===== config.mk =====
export PLATFORM = sky130hd
export DESIGN_NAME = cache_fill_fsm_flat
export DESIGN_NICKNAME = d
export VERILOG_FILES = /design/src/rtl/cache_fill_fsm_pkg.sv /design/src/rtl/cache_fill_fsm_if.sv /design/src/rtl/cache_fill_fsm_word_counter.sv /design/src/rtl/cache_fill_fsm.sv /design/src/flat_wrapper.sv
export SDC_FILE = /design/constraint.sdc
export NUM_CORES = 1
export LEC_CHECK = 0
export CAP_MARGIN = 20
export CORE_MARGIN = 5
export CORE_UTILIZATION = 40
export DETAILED_ROUTE_END_ITERATION = 7
export GPL_ROUTABILITY_DRIVEN = 0
export PLACE_DENSITY_LB_ADDON = 0.15
export SYNTH_ARGS = -nofsm -noshare
export SYNTH_HDL_FRONTEND = slang
export SYNTH_HIERARCHICAL = 1
export SYNTH_SLANG_ARGS = --single-unit

===== constraint.sdc =====
create_clock -name clk -period 1.9 [get_ports clk]
set_clock_uncertainty 0.15 [all_clocks]
set_input_delay 0.38 -clock clk [delete_from_list [all_inputs] [get_ports clk]]
set_output_delay 0.38 -clock clk [all_outputs]
set_load 0.1 [all_outputs]

===== src/rtl/cache_fill_fsm_pkg.sv =====
// rtl/cache_fill_fsm_pkg.sv - shared state encoding and geometry constants for the fill FSM
package cache_fill_fsm_pkg;

  localparam int BLK_OFF_BITS  = 4;  // byte offset bits inside a 16-byte block
  localparam int WORD_IDX_BITS = 3;  // 16-bit word index inside a block
  localparam int MEM_LATENCY   = 4;  // memory read latency, address to data_valid

  typedef enum logic [1:0] {
    IDLE  = 2'd0,
    STORE = 2'd1,
    FILL  = 2'd2
  } state_t;

endpackage


===== src/rtl/cache_fill_fsm_if.sv =====
// rtl/cache_fill_fsm_if.sv - main memory bus between the fill FSM and the memory
interface cache_fill_fsm_if #(
  parameter int ADDR_WIDTH = 16
);

  logic                  enable;
  logic                  wr;
  logic [ADDR_WIDTH-1:0] addr;
  logic [15:0]           data_in;
  logic [15:0]           data_out;
  logic                  data_valid;

  modport master (
    output enable, wr, addr, data_in,
    input  data_out, data_valid
  );

  modport slave (
    input  enable, wr, addr, data_in,
    output data_out, data_valid
  );

endinterface


===== src/rtl/cache_fill_fsm_word_counter.sv =====
// rtl/cache_fill_fsm_word_counter.sv - 3-bit word counter with sync clear and optional saturation
module cache_fill_fsm_word_counter
  import cache_fill_fsm_pkg::*;
#(
  parameter bit SATURATE = 1'b0
) (
  input  logic                     clk,
  input  logic                     rst,
  input  logic                     clr,
  input  logic                     en,
  output logic [WORD_IDX_BITS-1:0] cnt
);

  localparam logic [WORD_IDX_BITS-1:0] TOP = '1;

  // count up on enable; a saturating counter parks at the top value instead of wrapping
  always_ff @(posedge clk or negedge rst) begin
    if (!rst) begin
      cnt <= '0;
    end else if (clr) begin
      cnt <= '0;
    end else if (en && !(SATURATE && (cnt == TOP))) begin
      cnt <= cnt + 1'b1;
    end
  end

endmodule


===== src/rtl/cache_fill_fsm.sv =====
// rtl/cache_fill_fsm.sv - miss handler: block fill from memory and write-through store forwarding
module cache_fill_fsm
  import cache_fill_fsm_pkg::*;
#(
  parameter int ADDR_WIDTH      = 16,
  parameter int WORDS_PER_BLOCK = 8,
  parameter int MEM_LATENCY     = cache_fill_fsm_pkg::MEM_LATENCY
) (
  input  logic                             clk,
  input  logic                             rst,
  input  logic                             miss_req,
  input  logic [ADDR_WIDTH-1:0]            miss_addr,
  input  logic                             st_req,
  input  logic [ADDR_WIDTH-1:0]            st_addr,
  input  logic [15:0]                      st_data,
  output logic                             st_ack,
  output logic                             busy,
  output logic                             fill_we,
  output logic [WORD_IDX_BITS-1:0]         fill_word,
  output logic [15:0]                      fill_data,
  output logic                             tag_we,
  output logic                             fill_done,
  output logic [ADDR_WIDTH-BLK_OFF_BITS-1:0] fill_blk,
  cache_fill_fsm_if.master                 mem
);

  localparam logic [WORD_IDX_BITS-1:0] LAST_WORD = WORD_IDX_BITS'(WORDS_PER_BLOCK - 1);

  // The word counters are fixed at 3 bits and the memory must have a real pipeline.
  if (MEM_LATENCY < 1 || WORDS_PER_BLOCK != (1 << WORD_IDX_BITS)) begin : g_param_check
    $error("cache_fill_fsm: unsupported MEM_LATENCY or WORDS_PER_BLOCK");
  end

  state_t                            state, state_nxt;
  logic [ADDR_WIDTH-1:0]             st_addr_q;
  logic [15:0]                       st_data_q;
  logic [ADDR_WIDTH-BLK_OFF_BITS-1:0] blk_q;
  logic [WORD_IDX_BITS-1:0]          issue_cnt, recv_cnt;
  logic                              accept_st, accept_miss;
  logic                              in_fill;

  assign in_fill  = (state == FILL);
  assign fill_blk = blk_q;

  // Issue side keeps re-reading word 7 once all addresses are out; the surplus reads are
  // discarded when enable drops after the last word arrives.
  cache_fill_fsm_word_counter #(.SATURATE(1'b1)) u_issue_cnt (
    .clk (clk),
    .rst (rst),
    .clr (accept_miss),
    .en  (in_fill),
    .cnt (issue_cnt)
  );

  // Receive side wraps 7->0 on the same edge that leaves FILL.
  cache_fill_fsm_word_counter #(.SATURATE(1'b0)) u_recv_cnt (
    .clk (clk),
    .rst (rst),
    .clr (accept_miss),
    .en  (in_fill && mem.data_valid),
    .cnt (recv_cnt)
  );

  // state register
  always_ff @(posedge clk or negedge rst) begin
    if (!rst) begin
      state <= IDLE;
    end else begin
      state <= state_nxt;
    end
  end

  // capture the accepted store payload and the block address of an accepted miss
  always_ff @(posedge clk or negedge rst) begin
    if (!rst) begin
      st_addr_q <= '0;
      st_data_q <= '0;
      blk_q     <= '0;
    end else begin
      if (accept_st) begin
        st_addr_q <= st_addr;
        st_data_q <= st_data;
      end
      if (accept_miss) begin
        blk_q <= miss_addr[ADDR_WIDTH-1:BLK_OFF_BITS];
      end
    end
  end

  // next-state and outputs; enable stays high for the whole fill so the read pipeline is kept
  always_comb begin
    state_nxt    = state;
    accept_st    = 1'b0;
    accept_miss  = 1'b0;
    st_ack       = 1'b0;
    busy         = 1'b0;
    fill_we      = 1'b0;
    fill_word    = '0;
    fill_data    = '0;
    tag_we       = 1'b0;
    fill_done    = 1'b0;
    mem.enable   = 1'b0;
    mem.wr       = 1'b0;
    mem.addr     = '0;
    mem.data_in  = '0;
    unique case (state)
      IDLE: begin
        if (st_req) begin
          accept_st = 1'b1;
          state_nxt = STORE;
        end else if (miss_req) begin
          accept_miss = 1'b1;
          state_nxt   = FILL;
        end
      end
      STORE: begin
        mem.enable  = 1'b1;
        mem.wr      = 1'b1;
        mem.addr    = st_addr_q;
        mem.data_in = st_data_q;
        st_ack      = 1'b1;
        state_nxt   = IDLE;
      end
      FILL: begin
        busy       = 1'b1;
        mem.enable = 1'b1;
        mem.addr   = {blk_q, issue_cnt, 1'b0};
        if (mem.data_valid) begin
          fill_we   = 1'b1;
          fill_word = recv_cnt;
          fill_data = mem.data_out;
          if (recv_cnt == LAST_WORD) begin
            tag_we    = 1'b1;
            fill_done = 1'b1;
            state_nxt = IDLE;
          end
        end
      end
      default: state_nxt = IDLE;
    endcase
  end

endmodule

===== src/flat_wrapper.sv =====
// flat-port wrapper written by rule: the top's interface ports become plain ports
module cache_fill_fsm_flat import cache_fill_fsm_pkg::*;
#(
  parameter int ADDR_WIDTH      = 16,
  parameter int WORDS_PER_BLOCK = 8,
  parameter int MEM_LATENCY     = cache_fill_fsm_pkg::MEM_LATENCY
)
  (clk, rst, miss_req, miss_addr, st_req, st_addr, st_data, st_ack, busy, fill_we, fill_word, fill_data, tag_we, fill_done, fill_blk, mem_enable, mem_wr, mem_addr, mem_data_in, mem_data_out, mem_data_valid);
  cache_fill_fsm_if #(.ADDR_WIDTH(ADDR_WIDTH)) mem_i ();
  input  logic clk;
  input  logic rst;
  input  logic miss_req;
  input  logic [ADDR_WIDTH-1:0] miss_addr;
  input  logic st_req;
  input  logic [ADDR_WIDTH-1:0] st_addr;
  input  logic [15:0] st_data;
  output logic st_ack;
  output logic busy;
  output logic fill_we;
  output logic [WORD_IDX_BITS-1:0] fill_word;
  output logic [15:0] fill_data;
  output logic tag_we;
  output logic fill_done;
  output logic [ADDR_WIDTH-BLK_OFF_BITS-1:0] fill_blk;
  output wire logic [$bits(mem_i.enable)-1:0] mem_enable;
  output wire logic [$bits(mem_i.wr)-1:0] mem_wr;
  output wire logic [$bits(mem_i.addr)-1:0] mem_addr;
  output wire logic [$bits(mem_i.data_in)-1:0] mem_data_in;
  input wire logic [$bits(mem_i.data_out)-1:0] mem_data_out;
  input wire logic [$bits(mem_i.data_valid)-1:0] mem_data_valid;
  assign mem_enable = mem_i.enable;
  assign mem_wr = mem_i.wr;
  assign mem_addr = mem_i.addr;
  assign mem_data_in = mem_i.data_in;
  assign mem_i.data_out = mem_data_out;
  assign mem_i.data_valid = mem_data_valid;
  cache_fill_fsm #(.ADDR_WIDTH(ADDR_WIDTH), .WORDS_PER_BLOCK(WORDS_PER_BLOCK), .MEM_LATENCY(MEM_LATENCY)) u_core (.clk(clk), .rst(rst), .miss_req(miss_req), .miss_addr(miss_addr), .st_req(st_req), .st_addr(st_addr), .st_data(st_data), .st_ack(st_ack), .busy(busy), .fill_we(fill_we), .fill_word(fill_word), .fill_data(fill_data), .tag_we(tag_we), .fill_done(fill_done), .fill_blk(fill_blk), .mem(mem_i));
endmodule

After elaboration in Yosys (flattened, before gate mapping). Cells that the tools add are included.

Output and inout bits: 70. Input bits: 69. Register bits: 52. Logic and storage cells: 51.

Add/sub/neg operators: 2. Mux-type cells: 28. Equal/unequal tests: 7. Reduce and logical (&&, ||, !) cells: 8.

Operators with widths (number): two-way mux 16 bit (3); case mux 16 bit (2 select lines) (1); two-way mux 3 bit (6); two-way mux 1 bit (13); two-way mux 2 bit (4); adder 3 x 1 -> 3 bit (second input constant) (2); equality test 3 bit (second input constant) (2); inequality test 2 bit (second input constant) (2); case mux 2 bit (2 select lines) (1); nonzero test 2 bit (2); inequality test 3 bit (second input constant) (1); AND reduction 3 bit (1); equality test 2 x 1 -> 1 bit (second input constant) (1); equality test 2 bit (second input constant) (1); logical AND 1 bit (2); logical NOT 2 bit (1); OR reduction 2 bit (1); logical NOT 1 bit (1).

Depth between registers and ports, before layout.
Depth in word-level cells: 5. Depth in mapped cells: 8. Depth with buffers taken out: 7.

Hierarchy. Netlist, hierarchy kept.

By module, submodules not included: cache_fill_fsm (instances 1, cells each 193, sequential area each 1151.1 um^2, area an instance 2353.5 um^2); cache_fill_fsm_word_counter at u_core.u_issue_cnt (instances 1, cells each 15, sequential area each 75.1 um^2, area an instance 183.9 um^2); cache_fill_fsm_word_counter at u_core.u_recv_cnt (instances 1, cells each 11, sequential area each 75.1 um^2, area an instance 136.4 um^2).

Worst setup path before layout. OpenSTA, ideal clock, no wires.

Path kind: reg2out. From: register u_core.state[0]. To: output tag_we. Cell stages (with the launch flop): 8. Arrival time: 3.703 ns. Path buffers: 3. Required time: 1.370 ns. Slack: -2.333 ns. Cell sequence: dfrtp_1 -> inv_1 -> ha_1 -> buf_2 -> clkbuf_1 -> nand2_1 -> nor2_1 -> buf_4.

Word-level cells in the longest chain between the ends: 2.

RTL lines: from (decl) (RTL line cache_fill_fsm.sv:34) `state_t state, state_nxt;`; from (signal assigned) (RTL line cache_fill_fsm.sv:69) `state <= state_nxt;`; equality test 2 bit; two-way mux 1 bit; to (decl) (RTL line flat_wrapper.sv:22) `output logic tag_we;`.

No other way between the ends.

Worst setup path after layout.
From: register u_core.state[1]. To: output mem_addr[3].

Word-level cells in the longest chain between the ends: 2. Elaborated cells on any way between the ends: 3. Those cells by class: eq/ne: 2; mux: 1.

RTL lines: equality test 2 bit or equality test 2 x 1 -> 1 bit (tied branches) (RTL line cache_fill_fsm.sv:106) `unique case (state)`; case mux 16 bit (2 select lines) (*) (RTL line cache_fill_fsm.sv:106); to (decl) (RTL line flat_wrapper.sv:27) `output wire logic [$bits(mem_i.addr)-1:0] mem_addr;`.

Mark *: on every way between the ends. The rest lies on a longest branch, timed or not.

==> results.ini <==
[status]
violations = negative setup slack
status = finished with violations

[timing]
worst_pin_slew_ns = 0.376
setup-violations-final = 58
final-hold-violation-count = 0
clock.fmax_ghz = 0.461
period_minus_slack_ns = 2.17
maxSlewViolCount = 0
worst_slack_ns = -0.270
finalCritPeriodShare = 1.14
rsz0062_at_grt = yes
slew-limit-headroom = 0.749

[clock_network]
cts.sinks = 52
cts_root_buf = clkbuf_8
cts_tree = yes
clk_latency_ns = 0.29
clock_path_buffers = 2
clk_pin_slew_worst_paths_ns = 0.09
numCtsBuffers = 5
htreeDepth = 2

[placement]
placed_cells = 428
io_buffers = 134
placed_cell_area_um2 = 5210
dp_hpwl_um = 6530

[worst_hold_path]
min_path_type = in -> async

[floorplanning]
io_pins = 139
die_y_um = 91.8
initial_core_util = 0.416
num_rows = 29
fp.dieW_um = 91.8
die_area_um2 = 8420
coreArea_um2 = 6420

[critical_path]
crit_path_start_kind = flop
cp.required_ns = 1.37
crit_fanout = 9
reg2reg_from = u_core/state[1]$_DFFE_PN0P_
endpoint = mem_addr[3]
cp-end-kind = primary output
critPathKind = reg -> out
r2r_cells = 6
worstPathArrival_ns = 1.64
r2r_end = u_core/state[0]$_DFFE_PN0P_
crit_path_start = u_core/state[1]$_DFFE_PN0P_
rrSetupSlack_ns = 0.08

[yosys]
async_flop_share = 1.00
avgSynthCellArea_um2 = 12.2
synth_edf_count = 0
syn-num-nets = 295
yosys-top-cells-count = 52 x dfrtp_1, 35 x mux2_2, 19 x and3_1
yosysMostFrequentCell = dfrtp_1
ys_ff_latch = 52
yosys.cell_types.count = 32
synth-warning-count = 6
synthFlopType = dfrtp_1
yosysTopAreaCell = dfrtp_1
synthDominantCellAreaShare = 0.487
syn_inst = 219
yosysSeqAreaShare = 0.487
ys_top_cells_by_area = dfrtp_1 49%, mux2_2 15%, mux2_4 5.6%, and3_1 4.4%, a22oi_1 4.2%
syn_area_um2 = 2670

[route]
firstDrtPassIters = 4
via_count = 2290
via_per_inst = 5.11
wl_um = 8860
wl_per_cell_um = 19.8
first_iter_violations = 82
remaining_drc_errors = 0
final_antenna_net_count = 0

[final_layout]
nets = 446
fillCellCount = 302
drive_gt1_frac = 0.620
areaGrowthSynthToFinish_pct = 108
finish.instance_area_um2 = 5560
diodes = 0
finalNonFillerCells = 448

[global_route]
grt_antenna_before_repair = 0
grt_pass1_vias = 2559
gr-total-overflow = 0
grt_usage = 0.213
grt_pass1_wl_um = 14000
grt_max_degree = 51

[flow_run]
drv_cap = 0

## placed cells by master, fill, tap and decap left out, drive strengths merged
master | synthesis | layout
buf | 8 | 96
clkdlybuf4s50 | 0 | 63
dfrtp | 52 | 52
mux2 | 45 | 45
nor2b | 19 | 19
and3 | 19 | 19
and2 | 18 | 18
a22oi | 15 | 15
ha | 7 | 7
clkbuf | 8 | 6
inv | 4 | 5
nor2 | 4 | 4
nand2 | 3 | 3
nand2b | 2 | 2
nand4bb | 2 | 2
o21ai | 2 | 2
bufinv | 0 | 1
dlygate4sd3 | 0 | 1
nand3 | 1 | 1
a21o | 1 | 1
a221oi | 1 | 1
o22ai | 1 | 1
a211oi | 1 | 1
o22a | 1 | 1
xnor2 | 1 | 1
mux2i | 1 | 1
a21bo | 1 | 1
nand3b | 1 | 1
a21oi | 1 | 1
## area by class of cell
cell class	count	area, µm²	area share
sequential	52	1300	0.234
clock inverter	2	38.8	0.00697
inverter	4	17.5	0.00315
tap	77	96.3	0.0173
timing repair buffer	160	2390	0.430
multi-input combinational	147	1640	0.295
clock buffer	6	72.6	0.0130
## repair_timing
| item | in CTS | in global routing |
|---|---|---|
| hold buffers | 1 | 0 |
| gates resized for setup | 27 | 4 |
| pin swaps | 3 | 1 |
| setup endpoints to repair | 58 | 59 |
| hold endpoints to repair | 50 | 0 |
| setup buffers | 9 | 2 |
## state kept, by name, indices dropped and copies added, names as in the netlist
signal and count:
u_core/u_issue_cnt/cnt 3, u_core/st_addr_q 16, u_core/state 2, u_core/st_data_q 16
u_core/u_recv_cnt/cnt 3, u_core/fill_blk 12
## worst max-delay path, stage by stage, from the launching register on
cell and delay [ns]:
dfrtp_2 0.45, inv_4 0.07, ha_4 0.19, buf_12 0.15, a22oi_2 0.23, nor2b_4 0.08
buf_12 0.17
## worst min-delay path by stage
| stage | startpoint | to | slack, ns | cells after the start |
|---|---|---|---|---|
| 2_1_floorplan | rst | u_core/fill_blk[0]$_DFFE_PN0P_ | -0.07 | 0 |
| 3_3_place_gp | rst | u_core/st_data_q[13]$_DFFE_PN0P_ | 0.05 | 1 |
| 3_5_place_dp | rst | u_core/st_data_q[7]$_DFFE_PN0P_ | 0.05 | 1 |
| 4_1_cts | rst | u_core/st_data_q[7]$_DFFE_PN0P_ | 0.30 | 2 |
| 5_1_grt | rst | u_core/st_data_q[7]$_DFFE_PN0P_ | 0.29 | 2 |
| 6_report | rst | u_core/st_data_q[13]$_DFFE_PN0P_ | 0.31 | 2 |
## metal layers
metal / vias up / GRT usage / wire (µm)
li1: 1063 / - / -
met1: 1140 / 0.227 / 3180
met2: 75 / 0.410 / 5000
met3: 12 / 0.0573 / 542
met4: 0 / 0.0569 / 139
met5: - / 0 / 0
## per-stage QoR
| step | utilization | hold WS, ns | setup slack, ns | TNS [ns] |
|---|---|---|---|---|
| floorplan | - | -0.0656 | -0.628 | -16.72 |
| global placement | 0.812 | 0.0476 | -0.0719 | -1.20 |
| detailed placement | 0.812 | 0.0541 | -0.0929 | -1.98 |
| CTS | 0.861 | 0.296 | -0.259 | -11.48 |
| global route | 0.866 | 0.290 | -0.331 | -15.06 |
| finish | 0.866 | 0.306 | -0.270 | -11.32 |
## cells by family after synthesis
family                   Yosys count  share of synthesized area
buffers and inverters             20                     0.0360
flip-flops                        52                      0.487
AO/OA/AOI/OAI                     24                     0.0660
adder cells (fa/ha/maj)            7                     0.0328
AND/OR/NAND/NOR                   69                      0.168
XOR/XNOR                           1                    0.00328
multiplexers                      46                      0.207
Power is not shown: default switching activity piles up to over one toggle a cycle in this logic, so the estimate is an artifact.
